$ cat src/rtl/instr_fetch.sv
// Instruction fetch unit: FETCH/EXEC/HALT sequencer with PC select and imem read port.
// Latency: ack at edge N -> instr_valid in cycle N+1 -> next imem_req in cycle N+2 when stall=0.
// Backpressure: stall holds instr/pc in EXEC; imem_req/imem_addr are held until imem_ack.
//
// Ports:
//   clk, rst_n             clock, asynchronous active-low reset
//   pc_control, rs_data    next-PC select and register target, sampled at the EXEC edge with stall=0
//   stall                  holds the current instruction in EXEC
//   imem_req/addr/ack/rdata instruction memory read handshake (rdata valid with ack)
//   instr, instr_valid, pc, pc_plus4  decoder-facing instruction, its address and link value
//   fetch_fault            sticky misaligned-target fault (only with FETCH_ALIGN_CHECK_EN)
//
// Build option: define FETCH_ALIGN_CHECK_EN to trap misaligned targets instead of
// silently clearing next_pc[1:0].
module instr_fetch #(
  parameter logic [31:0] RESET_PC = 32'h0000_0000
) (
  input  logic        clk,
  input  logic        rst_n,
  input  logic [2:0]  pc_control,
  input  logic [31:0] rs_data,
  input  logic        stall,
  output logic        imem_req,
  output logic [31:0] imem_addr,
  input  logic        imem_ack,
  input  logic [31:0] imem_rdata,
  output logic [31:0] instr,
  output logic        instr_valid,
  output logic [31:0] pc,
  output logic [31:0] pc_plus4
`ifdef FETCH_ALIGN_CHECK_EN
  ,
  output logic        fetch_fault
`endif
);

  typedef enum logic [1:0] {
    FETCH = 2'd0,
    EXEC  = 2'd1,
    HALT  = 2'd2
  } state_e;

  state_e      state_q, state_d;
  logic [31:0] pc_q, pc_d;
  logic [31:0] instr_q, instr_d;
  // Clear during reset and set at the first edge afterwards, so the request
  // stays low throughout reset even though the state register sits in FETCH.
  logic        armed_q;
  logic [31:0] next_pc;
  logic [31:0] br_off;

`ifdef FETCH_ALIGN_CHECK_EN
  logic        fault_q, fault_d;
  assign fetch_fault = fault_q;
`endif

  assign pc_plus4    = pc_q + 32'd4;
  assign pc          = pc_q;
  assign instr       = instr_q;
  assign imem_addr   = pc_q;
  assign imem_req    = armed_q && (state_q == FETCH);
  assign instr_valid = (state_q == EXEC);

  // Sign-extended word offset of the branch immediate, already scaled by 4.
  assign br_off = {{14{instr_q[15]}}, instr_q[15:0], 2'b00};

  always_comb begin
    next_pc = pc_plus4;
    unique case (pc_control)
      3'b001:  next_pc = {pc_plus4[31:28], instr_q[25:0], 2'b00};
      3'b010:  next_pc = rs_data;
      3'b011:  next_pc = pc_plus4 + br_off;
      default: next_pc = pc_plus4;
    endcase
  end

  always_comb begin
    state_d = state_q;
    pc_d    = pc_q;
    instr_d = instr_q;
`ifdef FETCH_ALIGN_CHECK_EN
    fault_d = fault_q;
`endif
    unique case (state_q)
      FETCH: begin
        if (armed_q && imem_ack) begin
          instr_d = imem_rdata;
          state_d = EXEC;
        end
      end
      EXEC: begin
        if (!stall) begin
`ifdef FETCH_ALIGN_CHECK_EN
          if (next_pc[1:0] != 2'b00) begin
            fault_d = 1'b1;
            state_d = HALT;
          end else begin
            pc_d    = next_pc;
            state_d = FETCH;
          end
`else
          // Only a register jump can produce low bits; drop them.
          pc_d    = next_pc & ~32'd3;
          state_d = FETCH;
`endif
        end
      end
      HALT:    state_d = HALT;
      default: state_d = FETCH;
    endcase
  end

  always_ff @(posedge clk or negedge rst_n) begin
    if (!rst_n) begin
      state_q <= FETCH;
      pc_q    <= RESET_PC;
      instr_q <= 32'd0;
      armed_q <= 1'b0;
`ifdef FETCH_ALIGN_CHECK_EN
      fault_q <= 1'b0;
`endif
    end else begin
      state_q <= state_d;
      pc_q    <= pc_d;
      instr_q <= instr_d;
      armed_q <= 1'b1;
`ifdef FETCH_ALIGN_CHECK_EN
      fault_q <= fault_d;
`endif
    end
  end

endmodule

$ cat config.mk
export PLATFORM = sky130hd
export DESIGN_NAME = instr_fetch
export DESIGN_NICKNAME = d
export VERILOG_FILES = /design/src/rtl/instr_fetch.sv
export SDC_FILE = /design/constraint.sdc
export NUM_CORES = 1
export LEC_CHECK = 0
export CAP_MARGIN = 20
export CORE_AREA = 4 4 105 147
export DETAILED_ROUTE_END_ITERATION = 6
export DIE_AREA = 0 0 109 151
export PLACE_DENSITY = 0.78
export SLEW_MARGIN = 20
export SYNTH_ARGS = -nofsm -noshare
export SYNTH_HDL_FRONTEND = slang
export SYNTH_SLANG_ARGS = --single-unit
$ cat constraint.sdc
create_clock -name clk -period 3.25 [get_ports clk]
set_clock_uncertainty 0.2 [all_clocks]
set_input_delay 0.8125 -clock clk [delete_from_list [all_inputs] [get_ports clk]]
set_output_delay 0.8125 -clock clk [all_outputs]
set_load 0.1 [all_outputs]
==> metrics, run 1 <==
hold depth 1; row cnt 52; max-cap viol count 0; Rel. slew slack 42.54%; endpoints failing setup 24; Die Span Y 151 um; area occupied by multi-input gates 0.004870 sq mm; number of clock buffers inserted by TritonCTS 9; Clock Latency Late Sink 0.34 ns; clock tree from TritonCTS yes; total wire length 25070 um; num ports 201; mapped cell area 0.005953 sq mm; Seq cells post-synth 65; vias 7251; minimum clock period 3.560 ns; Post-DRT Antenna Nets 0; failing checks negative setup slack; DRT Pass-1 Iters 5; worst hold path endpoint state_q[1]; Finished Layout Cells 1245; GR Util All Layers 28.72%; WL per Instance 20.14 um; CP Capture Type register; number of synthesized flops with an enable pin 0; I/O Buffers 192; Fin. Hold Viols 0; Setup crit start imem_addr[4]; fmax 280.9 MHz; Post-route DRC 0; CP Max Fanout 4; Die Wd 109 um; Fill cells 899; Async S/R FF share, synth 100.0%; final instance area 0.01078 sq mm; Die Area 0.01646 sq mm; pre-CTS setup slack -0.4098 ns; count of cell types in the netlist 77; H-tree depth 3; Iteration-0 DRC Markers 491; GPL Wtd Cong 0.9706; GRT overflow 0; initial antenna violation count 0; NumNets Final 1158; Ys Warns 0; # hold bufs at CTS 0; crit share post-route 109.6%; dpl cells 1211; Slew Limit Fails 0; syn avg cell area 8.350 sq um; reg2reg end imem_addr[28]; startpoint types register; worst r2r src imem_addr[4]; status complete, but fails checks; global-route wire length before repair 36430 um; clk buf depth 2; Synth Flop Type dfrtp_1; Worst EP required 3.27 ns; critical path class reg2reg; area grow syn2layout 81.00%; # diodes 0; post-DP HPWL 18280 um; vias per cell 5.824; largest net degree at the start of global routing 39; FF-to-FF path depth 12; layout cells sized above 1 49.53%; CORE AREA 0.01425 sq mm; worst hold start state_q[0]; root buffer cell clkbuf_16; setup TNS -3.474 ns; placed cell area 0.009788 sq mm; setup ws final -0.3104 ns; Hold Crit Class reg2reg; RSZ-0062 raised after global routing yes; storage element area 0.001718 sq mm; WP data arrival 3.58 ns; post-synthesis instance total 713; sequential share of the synthesized area 27.32%; CTS Sinks 65; Reg2Reg Setup Slack -0.31 ns; Reg clk slew, reported paths 0.06 ns; Initial Utilization 41.78%; Worst-Margin Slew 0.8618 ns; vias in the first global route 7161
## synth_stat cells (all sizes together) (2+ instances only)
library cell  instances  area (sq um)
a21boi                3         22.52
a211oi                5         37.54
nor2b                11         76.32
o21a                  9         67.56
nor4                  4         31.28
nand2                71         266.5
and2                  3         18.77
clkbuf               22         97.59
or3                   4         30.03
o21ai                43         215.2
nand4                13         96.34
o21bai                9         71.32
nand3b                6         45.04
and4                  4         35.03
nand3                23         120.1
conb                  2         7.510
dfrtp                65          1627
nor3                  8         51.30
o2111ai               3         26.28
xor2                 15         131.4
ha                   35         437.9
mux2i                 4         40.04
a32oi                 4         35.03
a21o                 27         205.2
a221oi                2         17.52
o22ai                16         100.1
a22o                  2         17.52
inv                  19         71.32
mux2                 28         315.3
a2111oi               2         55.05
buf                  48         337.8
nand2b                3         18.77
xnor2                33         289.0
a21oi                65         329.1
a31oi                13         81.33
o31ai                 5         37.54
a22oi                 2         15.01
o22a                  2         17.52
o211ai                3         22.52
and3                  7         50.05
nor2                 53         201.5
## worst max-delay path by stage
stage	to	slack, ns	depth (start not counted)
floorplan	imem_addr[29]	-1.22	16
global placement	imem_addr[29]	-0.37	13
detailed placement	imem_addr[29]	-0.41	13
CTS	imem_addr[28]	-0.30	13
global route	imem_addr[31]	-0.46	14
finish	imem_addr[28]	-0.31	12
## cells by family after synthesis
| kind of cell | synth area share [%] |
|---|---|
| AO/OA/AOI/OAI | 24.46 |
| AND/OR/NAND/NOR | 18.66 |
| buffers and inverters | 8.701 |
| flip-flops | 27.32 |
| XOR/XNOR | 7.062 |
| adder cells (fa/ha/maj) | 7.692 |
| multiplexers | 5.969 |
| other | 0.1262 |
## timing repair
item	in CTS	in global routing
endpoints found under the setup margin	27	35
setup buffers	11	10
resized for setup	45	54
pin swaps	28	33
hold endpoints to repair	0	0
## placed cells by master (no fill, tap or decap), types with 9 or more instances in the layout
master           netlist  final
buf_4                 38    277
clkdlybuf4s50_1        0     67
nand2_1               71     62
a21oi_1               64     53
nor2_1                52     47
dfrtp_1               65     38
o21ai_0               42     33
buf_12                 0     29
mux2_2                28     28
a21o_1                25     24
dfrtp_4                0     23
ha_1                  35     20
inv_1                 19     19
buf_6                  1     19
xnor2_4                0     16
o22ai_1               16     16
nand3_1               22     14
xnor2_1               33     13
ha_4                   0     13
nand4_1               12     12
a31oi_1               13     11
nor2b_1               10     10
a21oi_2                1     10
o21a_1                 9      9
clkbuf_16              0      9
## flip-flops by register name, indices dropped and copies added (netlist names)
register   count
state_q        2
armed_q        1
imem_addr     30
instr         32
## metrics by stage
step | util (%) | hold slack, ns
6_report | 75.62 | 0.2609
2_1_floorplan | - | 0.2365
3_3_place_gp | 68.70 | 0.2544
5_1_grt | 75.62 | 0.3033
3_5_place_dp | 68.70 | 0.2638
4_1_cts | 73.12 | 0.2675
## layout make-up
| cell class | count | area share [%] |
|---|---|---|
| clock buffer | 11 | 2.346 |
| clock inverter | 5 | 0.7199 |
| inverter | 19 | 0.6619 |
| multi-input combinational | 563 | 45.19 |
| sequential | 65 | 15.94 |
| tap | 189 | 2.195 |
| timing repair buffer | 393 | 32.94 |
## per-layer routing
layer  part of all wire [%]  up-vias  global-route usage, %
met5                      0        -                      0
met4                    5.2        0                  14.40
met3                    7.3      122                  5.075
met2                     52      444                  52.03
met1                     35     3458                  31.71
li1                       -     3227                      -
## worst max-delay path, stage by stage (launching register included)
cell and delay (ns):
dfrtp_4 0.41, and4_4 0.25, and3_4 0.23, and4_4 0.26, xor2_4 0.24, ha_4 0.24, a21o_1 0.20, o311ai_4 0.33
nor4_2 0.09, or3_4 0.43, a2111oi_4 0.31, or4_1 0.16, nand3_1 0.07
Power of run 1 is left out: the tool's default activity adds up to more than one toggle a clock period on the data nets, which glitch-free logic cannot reach.
==> run 2, diff against run 1 <==
CTS_CLUSTER_SIZE = 20   (was default)
PLACE_DENSITY = 0.79   (was 0.78)
==> metrics, run 2 (synthesis gave the netlist of run 1 again) <==
DRT Pass-1 Iters 6; pre-CTS setup slack -0.3758 ns; worst r2r src imem_addr[5]; layout cells sized above 1 49.48%; endpoints failing setup 21; RSZ-0062 raised after global routing yes; # diodes 0; Reg2Reg Setup Slack -0.34 ns; H-tree depth 3; row cnt 52; num ports 201; Fin. Hold Viols 0; placed cell area 0.009861 sq mm; # hold bufs at CTS 0; I/O Buffers 192; commonest cells after routing, fill and taps aside buf_4 (285), clkdlybuf4s50_1 (67), nand2_1 (60); CTS Sinks 65; final instance area 0.01076 sq mm; total wire length 25300 um; minimum clock period 3.593 ns; Worst EP required 3.26 ns; Post-DRT Antenna Nets 0; global-route wire length before repair 38110 um; worst hold path endpoint state_q[1]; WL per Instance 20.24 um; Slew Limit Fails 0; startpoint types register; crit share post-route 110.6%; setup TNS -3.722 ns; Post-route DRC 0; Die Area 0.01646 sq mm; WP data arrival 3.60 ns; root buffer cell clkbuf_16; Die Span Y 151 um; CP Capture Type register; GR Util All Layers 29.94%; CP Max Fanout 4; CORE AREA 0.01425 sq mm; failing checks negative setup slack; Rel. slew slack 52.83%; most common cell after layout, fill and taps aside buf_4; setup ws final -0.3434 ns; Fill cells 925; largest net degree at the start of global routing 66; critical path class reg2reg; Clock Latency Late Sink 0.33 ns; Initial Utilization 41.78%; GRT overflow 0; Hold Crit Class reg2reg; clk buf depth 2; area grow syn2layout 80.81%; fmax 278.3 MHz; initial antenna violation count 0; GPL Wtd Cong 0.9838; FF-to-FF path depth 14; NumNets Final 1163; status complete, but fails checks; hold slack 0.2794 ns; hold depth 1; clock tree from TritonCTS yes; vias in the first global route 7459; post-DP HPWL 18690 um; vias 7136; Iteration-0 DRC Markers 479; max reg flops 32; number of clock buffers inserted by TritonCTS 9; reg2reg end imem_addr[31]; Worst-Margin Slew 0.7076 ns; Reg clk slew, reported paths 0.06 ns; Die Wd 109 um; vias per cell 5.709; max-cap viol count 0; worst hold start state_q[0]
run 2: critical path: stages (launching register included):
cell	delay, ns
dfrtp_4	0.40
and4_4	0.25
nand2_2	0.09
nor4_4	0.30
and3_4	0.28
xor2_4	0.18
ha_4	0.22
a21o_1	0.19
a21o_1	0.19
a21o_1	0.20
or3_4	0.38
a211oi_4	0.21
o21a_1	0.16
nor3_1	0.05
nand3b_1	0.17
run 2: how the worst max path moves through the flow:
| stage | startpoint | to | slack (ns) | depth (start not counted) |
|---|---|---|---|---|
| after detailed placement | imem_addr[4] | imem_addr[31] | -0.38 | 14 |
| final | imem_addr[5] | imem_addr[31] | -0.34 | 14 |
| after CTS | imem_addr[5] | imem_addr[31] | -0.30 | 14 |
| after global routing | imem_addr[5] | imem_addr[31] | -0.47 | 16 |
| after global placement | imem_addr[4] | imem_addr[28] | -0.36 | 13 |
| after floorplan | imem_addr[5] | imem_addr[29] | -1.22 | 16 |
run 2: final cells by class:
type	count	area, sq um	share of cell area, %
repair buffers	398	3585	33.30
clock inverters	5	55.05	0.5114
clock buffers	11	242.7	2.255
flip-flops and latches	65	1718	15.96
well taps	189	236.5	2.197
inverters	19	71.32	0.6626
multi-input cells	563	4856	45.11
run 2: repair_timing:
item                                    CTS  global route
endpoints found under the setup margin   31            36
hold endpoints to repair                  0             0
pin swaps                                34            22
gates resized for setup                  65            34
setup buffers                            10             8
run 2: per-layer routing:
layer,vias up,track usage [%],share of wire (%)
met3,105,4.776,6.0
met5,-,0,0
met1,3421,31.50,34
met4,0,16.42,5.8
met2,379,55.72,54
li1,3231,-,-
run 2: per-stage QoR:
stage | instances | util (%)
2_1_floorplan | 718 | -
3_3_place_gp | 1219 | 69.20
3_5_place_dp | 1219 | 69.20
4_1_cts | 1244 | 73.95
5_1_grt | 1250 | 75.54
6_report | 1250 | 75.54
Power of run 2 is left out for the same reason.
